==> src/rtl/ro_addr_seq.sv <==
// Ring-buffer readout address sequencer: snapshots the write pointer on request and
// walks DEPTH-modulo addresses (any DEPTH) across NCH channel planes, one word per SPI ack.
module ro_addr_seq #(
  parameter int unsigned AW    = 12,
  parameter int unsigned DEPTH = 4096,
  parameter int unsigned NCH   = 4,
  parameter int unsigned CW    = (NCH > 1) ? $clog2(NCH) : 1
) (
  input  logic          sysclk,
  input  logic          rst,
  input  logic [AW-1:0] ain,
  input  logic [AW-1:0] offset_in,
  input  logic [AW:0]   howmany_in,
  input  logic          dir_in,
  input  logic          rd_request,
  input  logic          SPI_done,
  output logic [AW-1:0] address,
  output logic [CW-1:0] channel,
  output logic          addr_valid,
  output logic          ro_done_n,
  output logic          ro_done,
  output logic          ro_abort
);

  localparam int unsigned SW      = AW + 3;
  localparam logic [AW-1:0] LAST_A  = AW'(DEPTH - 1);
  localparam logic [AW:0]   DEPTH_N = (AW+1)'(DEPTH);
  localparam logic [CW-1:0] LAST_CH = CW'(NCH - 1);
  localparam logic [SW-1:0] DEPTH_S = SW'(DEPTH);

  typedef enum logic [1:0] {S_IDLE, S_RUN, S_DONE, S_HOLD} state_t;

  state_t        state_q, state_d;
  logic [AW-1:0] off_q, off_d;
  logic [AW:0]   n_q, n_d;
  logic          dir_q, dir_d;
  logic [AW-1:0] start_q, start_d;
  logic [AW:0]   rem_q, rem_d;
  logic [AW-1:0] address_q, address_d;
  logic [CW-1:0] channel_q, channel_d;
  logic          addr_valid_q, addr_valid_d;
  logic          ro_done_n_q, ro_done_n_d;
  logic          ro_done_q, ro_done_d;
  logic          ro_abort_q, ro_abort_d;

  logic [SW-1:0] start_raw;
  logic [AW-1:0] start_c;
  logic [AW-1:0] step_c;

  // Start address: forward can underflow by nearly 2*DEPTH, so wrap up to twice.
  always_comb begin
    start_raw = SW'(ain) - SW'(off_q) - (dir_q ? SW'(n_q) : SW'(1));
    if (start_raw[SW-1]) start_raw = start_raw + DEPTH_S;
    if (start_raw[SW-1]) start_raw = start_raw + DEPTH_S;
    start_c = AW'(start_raw);
  end

  always_comb begin
    if (dir_q) step_c = (address_q == LAST_A) ? '0 : address_q + AW'(1);
    else       step_c = (address_q == '0) ? LAST_A : address_q - AW'(1);
  end

  always_comb begin
    state_d      = state_q;
    off_d        = off_q;
    n_d          = n_q;
    dir_d        = dir_q;
    start_d      = start_q;
    rem_d        = rem_q;
    address_d    = address_q;
    channel_d    = channel_q;
    addr_valid_d = 1'b0;
    ro_done_n_d  = 1'b0;
    ro_done_d    = 1'b0;
    ro_abort_d   = 1'b0;

    unique case (state_q)
      S_IDLE: begin
        address_d = '0;
        if (!rd_request) begin
          off_d = (offset_in > LAST_A) ? LAST_A : offset_in;
          n_d   = (howmany_in > DEPTH_N) ? DEPTH_N : howmany_in;
          dir_d = dir_in;
        end else if (n_q == '0) begin
          state_d   = S_DONE;
          ro_done_d = 1'b1;
        end else begin
          state_d      = S_RUN;
          start_d      = start_c;
          address_d    = start_c;
          channel_d    = '0;
          rem_d        = n_q;
          addr_valid_d = 1'b1;
          ro_done_n_d  = 1'b1;
        end
      end
      S_RUN: begin
        addr_valid_d = 1'b1;
        ro_done_n_d  = 1'b1;
        // Abort wins over a same-cycle ack.
        if (!rd_request) begin
          state_d      = S_IDLE;
          ro_abort_d   = 1'b1;
          addr_valid_d = 1'b0;
          ro_done_n_d  = 1'b0;
          address_d    = '0;
          channel_d    = '0;
          rem_d        = '0;
        end else if (SPI_done) begin
          if (rem_q > (AW+1)'(1)) begin
            rem_d     = rem_q - (AW+1)'(1);
            address_d = step_c;
          end else if (channel_q != LAST_CH) begin
            channel_d = channel_q + CW'(1);
            address_d = start_q;
            rem_d     = n_q;
          end else begin
            state_d      = S_DONE;
            ro_done_d    = 1'b1;
            addr_valid_d = 1'b0;
            ro_done_n_d  = 1'b0;
          end
        end
      end
      S_DONE: state_d = S_HOLD;
      S_HOLD: if (!rd_request) state_d = S_IDLE;
      default: state_d = S_IDLE;
    endcase
  end

  always_ff @(posedge sysclk) begin
    if (rst) begin
      state_q      <= S_IDLE;
      off_q        <= '0;
      n_q          <= '0;
      dir_q        <= 1'b0;
      start_q      <= '0;
      rem_q        <= '0;
      address_q    <= '0;
      channel_q    <= '0;
      addr_valid_q <= 1'b0;
      ro_done_n_q  <= 1'b0;
      ro_done_q    <= 1'b0;
      ro_abort_q   <= 1'b0;
    end else begin
      state_q      <= state_d;
      off_q        <= off_d;
      n_q          <= n_d;
      dir_q        <= dir_d;
      start_q      <= start_d;
      rem_q        <= rem_d;
      address_q    <= address_d;
      channel_q    <= channel_d;
      addr_valid_q <= addr_valid_d;
      ro_done_n_q  <= ro_done_n_d;
      ro_done_q    <= ro_done_d;
      ro_abort_q   <= ro_abort_d;
    end
  end

  assign address    = address_q;
  assign channel    = channel_q;
  assign addr_valid = addr_valid_q;
  assign ro_done_n  = ro_done_n_q;
  assign ro_done    = ro_done_q;
  assign ro_abort   = ro_abort_q;

endmodule

==> config.mk <==
export PLATFORM = sky130hd
export DESIGN_NAME = ro_addr_seq
export DESIGN_NICKNAME = d
export VERILOG_FILES = /design/src/rtl/ro_addr_seq.sv
export SDC_FILE = /design/constraint.sdc
export NUM_CORES = 1
export LEC_CHECK = 0
export ABC_AREA = 0
export BUFFER_PORTS_ARGS = -buffer_cell sky130_fd_sc_hd__buf_2
export CAP_MARGIN = 20
export CORE_UTILIZATION = 45
export CTS_CLUSTER_DIAMETER = 200
export DETAILED_ROUTE_END_ITERATION = 10
export PLACE_DENSITY = 0.6
export SYNTH_ARGS = -nofsm -noshare
export SYNTH_HDL_FRONTEND = slang
export SYNTH_SLANG_ARGS = --single-unit
==> constraint.sdc <==
create_clock -name sysclk -period 4.89 [get_ports sysclk]
set_clock_uncertainty 0.15 [all_clocks]
set_input_delay 0.978 -clock sysclk [delete_from_list [all_inputs] [get_ports sysclk]]
set_output_delay 0.978 -clock sysclk [all_outputs]
set_load 0.02 [all_outputs]
==> metrics.txt, run 1 <==
Critical Path AT=4.35 ns; chip height=107 µm; dpl hpwl=between 9000 and 10000 µm; setup_tns=0 ns; Final Hold Vio Count=0; crit end category=flip-flop; Yosys cell types=77; power density cells=446 nW/µm²; CTS Buf Count=9; Initial Util=0.472; largest net degree at the start of global routing=43; setup bufs post-CTS=0; measured slew at the worst slew-check pin=0.922 ns; YS warnings=0; layout cells sized above 1=0.157; gr busiest metal=met2; P_leak=about 0.0021 µW; Synth Cell Area=4960 µm²; CP most frequent cell=a21oi_1; hold_buf cts=0; min cycle time layout=4.31 ns; final WL=12800 µm; EDFF count, synth=0; relative slew slack=0.382; Peak VDD IR=about 0.00017 V; Seq pwr share=0.323; outcome=finished clean; worst-path maximum fanout=6; fillers=between 1k and 1.5k; Vias=around 4.7k; count leader, synth=nor2_1; Max Fclk=0.232 GHz; Max Cap Viol=0; wire per inst=approximately 16 µm; Final WS setup=between 0.5 and 0.6 ns; M3 GR Usage=0.0280; combinational power share=0.500; core area=between 10000 and 15000 µm²; CTS tree=yes; Root Driver=clkbuf_8; Ports=60; Nets=between 700 and 800; Critical-path top delay cell=fa_1; Setup crit start kind=input port; clock sink total=70; DR vias/cell=roughly 5.7; initial antenna violation count=0; global-route wire length before repair=~21000 µm; ys async rst share=0; Post-Synthesis Cells=roughly 640; Int Pwr=1360 µW; Global Route Usage Sum=0.233; worst slack, placed=0.261 ns; DR DRC count=0; post-synth top area cell=dfxtp_1; power share of the clock group=0.177; top_reg_cell synth=dfxtp_1; crit path cell chain=buf_2 -> inv_1 -> ha_1 -> inv_1 -> fa_1 -> a21o_1 -> a21oi_1 -> o211ai_1 -> a31o_2 -> a21oi_1 -> xnor2_1 -> ha_1 -> a21oi_1 -> o21ai_0 -> or2_2 -> a41o_1 -> a211oi_1 -> nor4_1; total grt overflow=0; Post-synth top cells=nor2_1 (79), nand2_1 (78), dfxtp_1 (70); clock slew at reported path FFs=0.08 ns; ranking of synthesized cells by area=dfxtp_1 (28%), ha_1 (7.1%), nor2_1 (6.0%), a21oi_1 (5.9%), nand2_1 (5.9%); num rows=37; Seq/Total Area, Yosys=0.282; Sw Pwr=1070 µW; proportion of netlist area held by the largest area contributor=0.282; antenna diode count=0; final hold slack=about 0.31 ns; Max H-tree Level=3; HP Class=flip-flop to flip-flop; Synth Area per Inst=between 7 and 8 µm²; CP Class=input port to flip-flop; Final Slew Violations=0; CP max stage delay=around 0.4 ns; post-route ant nets=0; CTS max path bufs=2; area grow syn2layout=10.1%; sw frac=0.441; RSZ-0062 raised after global routing=false; setup violators final=0; GR Util met1=0.323; Die W=~110 µm; syn_nets=714; initial DRC count=between 200 and 300; drt pass-1 iters=5; die area=~11000 µm²; Seq cells post-synth=70; number of global-route vias before repair=roughly 4.3k; buffers added on ports=a little under 60; clock latency on the worst-skew pair=0.35 ns; Tcrit/Tclk final=0.880; # resized after CTS=0; GR Layer Usage met2=0.363; CP required=between 4 and 5 ns; Routability Congestion=slightly above 0.9
==> critical path, delay by kind of cell <==
| family | cells | cell delay [ns] |
|---|---|---|
| fa+ha+maj | 3 | 0.92 |
| compound gates | 9 | 1.80 |
| simple gates | 2 | 0.38 |
| buf+inv | 3 | 0.19 |
| xor+xnor | 1 | 0.09 |
==> cells by family after synthesis <==
kind of cell | Yosys count | synth area share
simple gates | 251 | 0.241
compound gates | 186 | 0.263
flops | 70 | 0.282
buf+inv | 67 | 0.0660
xor+xnor | 32 | 0.0565
fa+ha+maj | 30 | 0.0786
mux | 6 | 0.0129
==> worst paths after layout <==
kind,from,end,slack (ns),cells after the start
worst max-delay path,ain[0],start_q[11]$_SDFFE_PP0P_,0.58,18
worst min-delay path,off_q[1]$_SDFFE_PP0P_,off_q[1]$_SDFFE_PP0P_,0.31,2
worst max register to register,off_q[0]$_SDFFE_PP0P_,start_q[11]$_SDFFE_PP0P_,0.99,16
worst min register to register,off_q[1]$_SDFFE_PP0P_,off_q[1]$_SDFFE_PP0P_,0.31,2
==> area by class of cell <==
type / instances / area (µm²) / share of cell area
inverters: 28 / 105 / 0.0192
well taps: 136 / 170 / 0.0311
clock buffers: 11 / 141 / 0.0259
repair buffers: 68 / 369 / 0.0675
flip-flops and latches: 70 / 1400 / 0.256
multi-input cells: 505 / 3240 / 0.594
clock inverters: 5 / 33.8 / 0.00618
==> power groups by stage <==
stage,logic (µW),registers (µW),clock network (µW)
5_1_grt,1360,804,470
2_1_floorplan,994,765,0
3_3_place_gp,1180,795,0
4_1_cts,1210,785,440
6_report,1220,788,431
3_5_place_dp,1200,798,0
==> stage by stage <==
step                total power, µW   util  std cells  instance area (µm²)
CTS                            2430  0.518        821                 5440
global placement               1980  0.501        805                 5270
floorplan                      1760      -        642                 4960
global route                   2630  0.520        823                 5470
detailed placement             2000  0.501        805                 5270
finish                         2440  0.520        823                 5470
==> routing by layer <==
layer | vias to the layer above | part of all wire
met4 | 0 | 0.028
li1 | 2415 | -
met1 | 2124 | 0.49
met2 | 126 | 0.44
met3 | 23 | 0.043
met5 | - | 0
==> sequential cells by signal, indices dropped and copies added, names as in the netlist, 2 cells and up <==
register  cells
address      12
channel       2
n_q          13
off_q        12
rem_q        13
start_q      12
state_q       2
==> cell usage in the layout, fill, tap and decap left out, drive strengths merged, types with 17 or more instances in the layout <==
master  count
a211oi     22
a21oi      59
a22oi      17
buf        67
dfxtp      70
ha         28
inv        29
nand2      78
nor2       79
nor3       20
o21ai      17
Power figures use the tool's default switching activity.
==> run 2, diff against run 1 <==
Settings changed: SLEW_MARGIN from default to 20.
Clock period 4.89 ns to 4 ns, I/O delays scaled along.
==> run 2 against run 1 <==
Net effect: utilization is 1.3 points higher; die area stayed put; critical endpoint unchanged; largest cell class unchanged; non-clock buffer count rose by 16.
==> metrics.txt, run 2 (synthesized netlist as in run 1, its figures left out) <==
outcome=finished clean; chip height=107 µm (unchanged); Critical-path top delay cell=fa_2; DR vias/cell=5.70 (+0.14%); buffers added on ports=59 (unchanged); Final Cell Area=5600 µm² (+2.5%); clock latency on the worst-skew pair=0.36 ns (about the same); Final WS setup=0.231 ns (-0.354 ns); Total Power=3050 µW (+25%); largest registers=n_q x13, rem_q x13; Peak VDD IR=0.000264 V (+53%); total grt overflow=0 (unchanged); layout cells sized above 1=0.185 (+0.0277); CTS Buf Count=9 (unchanged); initial antenna violation count=0 (unchanged); hold path cells=2 (unchanged); drt pass-1 iters=5 (unchanged); setup violators final=0 (unchanged); Vias=4786 (+2.1%); power density cells=544 nW/µm² (+22%); Tcrit/Tclk final=0.942; Finished Layout Cells=839 (+1.9%); dpl cells=822 (+2.1%); HP Class=flip-flop to flip-flop; hold endpoint=off_q[10]$_SDFFE_PP0P_; Root Driver=clkbuf_8; num rows=37 (unchanged); clock sink total=70 (unchanged); Ports=60 (unchanged); Nets=770 (+2.1%); Seq pwr share=0.316 (-0.007); Sw Pwr=1330 µW (+24%); final hold slack=0.306 ns (+0.0000450 ns); measured slew at the worst slew-check pin=0.953 ns (+0.0307 ns); P_leak=0.00218 µW (+3.7%); DR DRC count=0 (unchanged); RSZ-0062 raised after global routing=false; initial DRC count=332 (+19%); CTS tree=yes; power share of the clock group=0.174 (-0.003); area grow syn2layout=12.9%; fillers=1051 (+1.4%); worst slack, placed=-0.226 ns (-0.487 ns); commonest non-fill, non-tap cells in the layout=nor2_1 (79), nand2_1 (78), dfxtp_1 (70), buf_2 (59), a21oi_1 (56); crit path cell chain=buf_2 -> inv_1 -> ha_1 -> inv_1 -> fa_2 -> a21o_1 -> a21oi_2 -> o211ai_1 -> a31o_2 -> a21oi_2 -> xnor2_1 -> ha_1 -> a21oi_2 -> o21ai_1 -> or2_2 -> a41o_1 -> and4_1 -> nor4_2; Final Hold Vio Count=0 (unchanged); worst-path maximum fanout=4 (-2); min cycle time layout=~3.8 ns; Max H-tree Level=3 (unchanged); clock slew at reported path FFs=0.08 ns (about the same); Global Route Usage Sum=0.237 (+0.00316); r2r setup slk=0.45 ns (-0.54 ns); worst reg2reg path depth=16 (unchanged); post-route ant nets=0 (unchanged); number of global-route vias before repair=4473 (+3.2%); die area=11500 µm² (unchanged); core area=10500 µm² (unchanged); Setup crit start kind=input port; R2R Path Start=off_q[0]$_SDFFE_PP0P_; Die W=107 µm (unchanged); Max Cap Viol=0 (unchanged); Initial Util=0.472 (unchanged); Critical R2R Capture=start_q[11]$_SDFFE_PP0P_; Final Slew Violations=0 (unchanged); hold path start=off_q[10]$_SDFFE_PP0P_; relative slew slack=0.365 (-0.0171); dpl hpwl=9600 µm (+0.26%); combinational power share=0.510 (+0.010); Critical Path AT=3.90 ns (-0.45 ns); most common cell after layout, fill and taps aside=nor2_1; crit end category=flip-flop; wire per inst=15.3 µm (-1.3%); CP most frequent cell=a21oi_2; CP Class=input port to flip-flop; CTS max path bufs=2 (unchanged); placed instance area=5400 µm² (+2.6%); sw frac=0.437 (-0.00328); antenna diode count=0 (unchanged); largest net degree at the start of global routing=42 (-2.3%); CP required=4.13 ns (-0.81 ns); global-route wire length before repair=21900 µm (+3.2%); final WL=12900 µm (+0.57%); CP max stage delay=0.34 ns (-0.06 ns); Routability Congestion=0.867 (-6.5%); Int Pwr=1720 µW (+26%); Max Fclk=between 0.2 and 0.3 GHz
[run 2: final cells by class]
class / count / area [µm²] / area share
flip-flops and latches: 70 / 1400 / 0.250
inverters: 28 / 105 / 0.0188
multi-input cells: 505 / 3270 / 0.583
clock buffers: 11 / 141 / 0.0252
repair buffers: 84 / 483 / 0.0862
clock inverters: 5 / 33.8 / 0.00603
well taps: 136 / 170 / 0.0304
[run 2: repair_timing]
item	4_1_cts	5_1_grt
setup endpoints to repair	0	2
setup buffers	0	1
hold buffers	0	0
gates resized for setup	0	5
[run 2: per-stage QoR]
step                 util  setup TNS [ns]
floorplan               -               0
global placement    0.514          -0.272
detailed placement  0.514          -0.406
CTS                 0.531               0
global route        0.533               0
finish              0.533               0
[run 2: critical path: cells and delay by family]
kind                       cells  cell delay, ns
AOI/OAI and AO/OA              8            1.31
adders and majority gates      3            0.78
and+or+nand+nor                3            0.67
xor gates and xnor gates       1            0.13
buffers and inverters          3            0.20
[run 2: power groups by stage]
stage	combinational [µW]	sequential (µW)	clock (µW)
global placement	1500	972	0
finish	1550	964	530
detailed placement	1520	976	0
floorplan	1220	935	0
global route	1740	985	577
CTS	1530	959	542
[run 2: per-layer routing]
metal  part of all wire  routed length, µm  up-vias  track usage
li1                   -                  -     2443            -
met1               0.48               6170     2186        0.327
met2               0.45               5840      142        0.376
met3              0.048                624       15       0.0286
met4              0.018                230        0       0.0871
met5                  0                  0        -            0
[run 2: worst max path at each step]
| stage | from | endpoint | slack, ns | depth (start not counted) |
|---|---|---|---|---|
| 2_1_floorplan | ain[0] | start_q[11]$_SDFFE_PP0P_ | 0.0004 | 17 |
| 3_3_place_gp | ain[0] | start_q[11]$_SDFFE_PP0P_ | -0.17 | 18 |
| 3_5_place_dp | ain[0] | start_q[11]$_SDFFE_PP0P_ | -0.23 | 18 |
| 4_1_cts | ain[0] | start_q[11]$_SDFFE_PP0P_ | 0.16 | 18 |
| 5_1_grt | ain[0] | start_q[11]$_SDFFE_PP0P_ | 0.005 | 18 |
| 6_report | ain[0] | start_q[11]$_SDFFE_PP0P_ | 0.23 | 18 |
==> run 3, diff against run 2 <==
Settings changed: ABC_AREA 0 to 1, MAX_ROUTING_LAYER from default to met4, SKIP_LAST_GASP from default to 1.
==> run 3 against run 2 <==
Net effect: the flow now finishes with violations (DRC); sequential share of layout area down 1.9 points; first-iteration DRC count up 37%; setup slack better by 0.38 ns; register-to-register slack better by 0.43 ns; critical path type unchanged.
==> metrics.txt, run 3 <==
Post-synth top cells=nand2_1 (226), inv_1 (112), nor2_1 (97); post-synth top area cell=dfxtp_1; final WL=14600 µm (+13%); Synth Cell Area=5410 µm² (+9.0%); clock sink total=70 (unchanged); worst-path maximum fanout=4 (unchanged); CP Class=input port to flip-flop; num rows=39 (+5.4%); Int Pwr=2550 µW (+48%); Peak VDD IR=0.000347 V (+31%); placed instance area=5750 µm² (+6.4%); CTS tree=yes; r2r setup slk=0.88 ns (+0.43 ns); EDFF count, synth=0 (unchanged); global-route wire length before repair=25100 µm (+15%); combinational power share=0.605 (+0.095); post-route ant nets=0 (unchanged); Root Driver=clkbuf_16; failing checks=DRC; Routability Congestion=0.891 (+2.8%); largest net degree at the start of global routing=58 (+38%); crit end category=flip-flop; chip height=112 µm (+4.3%); layout cells sized above 1=0.112 (-0.0729); relative slew slack=0.562 (+0.197); Initial Util=0.468 (-0.00461); min cycle time layout=3.39 ns (-0.382 ns); buffers added on ports=59 (unchanged); Setup crit start kind=input port; Global Route Usage Sum=0.258 (+0.0213); Tcrit/Tclk final=0.847 (-0.0955); Ports=60 (unchanged); number of global-route vias before repair=5196 (+16%); drt pass-1 iters=8 (+3); # resized after CTS=0 (unchanged); dpl hpwl=11100 µm (+15%); syn_nets=952 (+33%); initial DRC count=456 (+37%); RSZ-0062 raised after global routing=false; most common cell after layout, fill and taps aside=nand2_1; Final Hold Vio Count=0 (unchanged); Max Fclk=0.295 GHz (+11%); core area=11600 µm² (+10%); HP Class=flip-flop to flip-flop; Yosys cell types=41 (-47%); P_leak=0.00300 µW (+38%); hold path cells=2 (unchanged); Synth Area per Inst=6.15 µm² (-20%); hold_buf cts=0 (unchanged); Sw Pwr=2570 µW (+93%); commonest non-fill, non-tap cells in the layout=nand2_1 (226), inv_1 (112), nor2_1 (97), nand3_1 (78), a21oi_1 (72); CP required=4.09 ns (-0.04 ns); measured slew at the worst slew-check pin=0.658 ns (-0.295 ns); hold path start=off_q[3]$_SDFFE_PP0P_; power density cells=842 nW/µm² (+55%); clock latency on the worst-skew pair=0.35 ns (about the same); Max Cap Viol=0 (unchanged); ranking of synthesized cells by area=dfxtp_1 (26%), nand2_1 (16%), inv_1 (7.8%), nand3_1 (7.2%), nor2_1 (6.7%); ys async rst share=0 (unchanged); setup_tns=0 ns (unchanged); clock slew at reported path FFs=0.06 ns (-0.02 ns); CTS Buf Count=9 (unchanged); outcome=finished, violations left; count leader, synth=nand2_1; Critical Path AT=3.48 ns (-0.42 ns); largest registers=n_q x13, rem_q x13; proportion of netlist area held by the largest area contributor=0.259 (-0.0232); wire per inst=13.6 µm (-11%); total grt overflow=0 (unchanged); initial antenna violation count=1 (+1); Nets=995 (+29%); CTS max path bufs=2 (unchanged); Seq/Total Area, Yosys=0.259 (-0.0232); Die W=112 µm (+4.3%); Seq cells post-synth=70 (unchanged); DR vias/cell=5.23 (-8.4%); power share of the clock group=0.172 (-0.002); Vias=5602 (+17%); sw frac=0.502 (+0.0651); R2R Path Start=off_q[0]$_SDFFE_PP0P_; Final Slew Violations=0 (unchanged); Post-Synthesis Cells=880 (+37%); hold endpoint=off_q[3]$_SDFFE_PP0P_; area grow syn2layout=12.3%; Critical R2R Capture=address[11]$_SDFFE_PP0P_; setup violators final=0 (unchanged); Max H-tree Level=3 (unchanged); YS warnings=0 (unchanged); worst reg2reg path depth=21 (+5); top_reg_cell synth=dfxtp_1; Final Cell Area=6070 µm² (+8.4%); Seq pwr share=0.223 (-0.093); die area=12500 µm² (+8.8%); DR DRC count=8 (+8); setup bufs post-CTS=0 (unchanged)
run 3: cell count changes after synthesis, sizes merged, moves of 17 or more:
cell    change
a211oi     -22
inv        +90
nand2     +151
o21ai      +51
nor2       +28
a22oi      -17
nand3      +65
run 3: worst max-delay path by stage:
stage | from | end | slack, ns | cells past startpoint
3_5_place_dp | ain[0] | address[11]$_SDFFE_PP0P_ | 0.28 | 23
5_1_grt | ain[0] | start_q[9]$_SDFFE_PP0P_ | 0.18 | 24
4_1_cts | ain[0] | address[11]$_SDFFE_PP0P_ | 0.64 | 23
3_3_place_gp | ain[0] | address[11]$_SDFFE_PP0P_ | 0.35 | 23
6_report | ain[0] | address[11]$_SDFFE_PP0P_ | 0.61 | 23
2_1_floorplan | ain[0] | address[11]$_SDFFE_PP0P_ | 0.69 | 22
run 3: power by group through the flow:
stage                     combinational [µW]  clock (µW)  sequential, µW
after floorplan                         2430           0            1140
after global placement                  3040           0            1150
after detailed placement                3070           0            1150
after CTS                               3080         895            1140
after global routing                    3550         924            1180
final                                   3100         879            1140
run 3: per-layer routing:
layer  track usage  wire, µm  vias to the layer above  share of wire
met5             -         0                        -              0
met4         0.112       298                        0          0.020
met3        0.0425       910                       17          0.062
met2         0.392      6420                      184           0.44
met1         0.337      6960                     2484           0.48
li1              -         -                     2917              -
run 3: cells by family after synthesis:
kind of cell / synth area share
simple gates: 0.360
compound gates: 0.149
buf+inv: 0.111
flops: 0.259
xor+xnor: 0.0486
fa+ha+maj: 0.0722
run 3: through the flow:
step                hold slack (ns)   util  setup slack [ns]  cells  total power [µW]
CTS                           0.312  0.525             0.639   1071              5110
detailed placement            0.303  0.497             0.278   1055              4220
finish                        0.305  0.525             0.613   1072              5120
global placement              0.294  0.497             0.351   1055              4180
floorplan                     0.283      -             0.690    880              3570
global route                  0.334  0.525             0.182   1072              5650
run 3: worst max-delay path: stages:
cell and delay, ns:
buf_2 0.09, inv_1 0.05, ha_1 0.13, inv_1 0.06, fa_1 0.41, nand3_1 0.09
nand2_1 0.10, nand4_1 0.09, nand2_1 0.08, nand2_1 0.06, nand2_1 0.05, a21oi_1 0.16
xnor2_1 0.14, ha_1 0.29, a21oi_1 0.17, a21boi_0 0.23, nand3_1 0.12, inv_1 0.07
nand2_1 0.06, nand3_1 0.07, nand3_1 0.07, nand2_1 0.06, inv_1 0.04
run 3: area by class of cell:
| type | instances | area (µm²) |
|---|---|---|
| antenna | 1 | 2.50 |
| timing repair buffer | 62 | 318 |
| fill | 1184 | 5490 |
| clock inverter | 7 | 97.6 |
| multi-input combinational | 661 | 3400 |
| sequential | 70 | 1400 |
| clock buffer | 9 | 225 |
| inverter | 119 | 447 |
| tap | 143 | 179 |
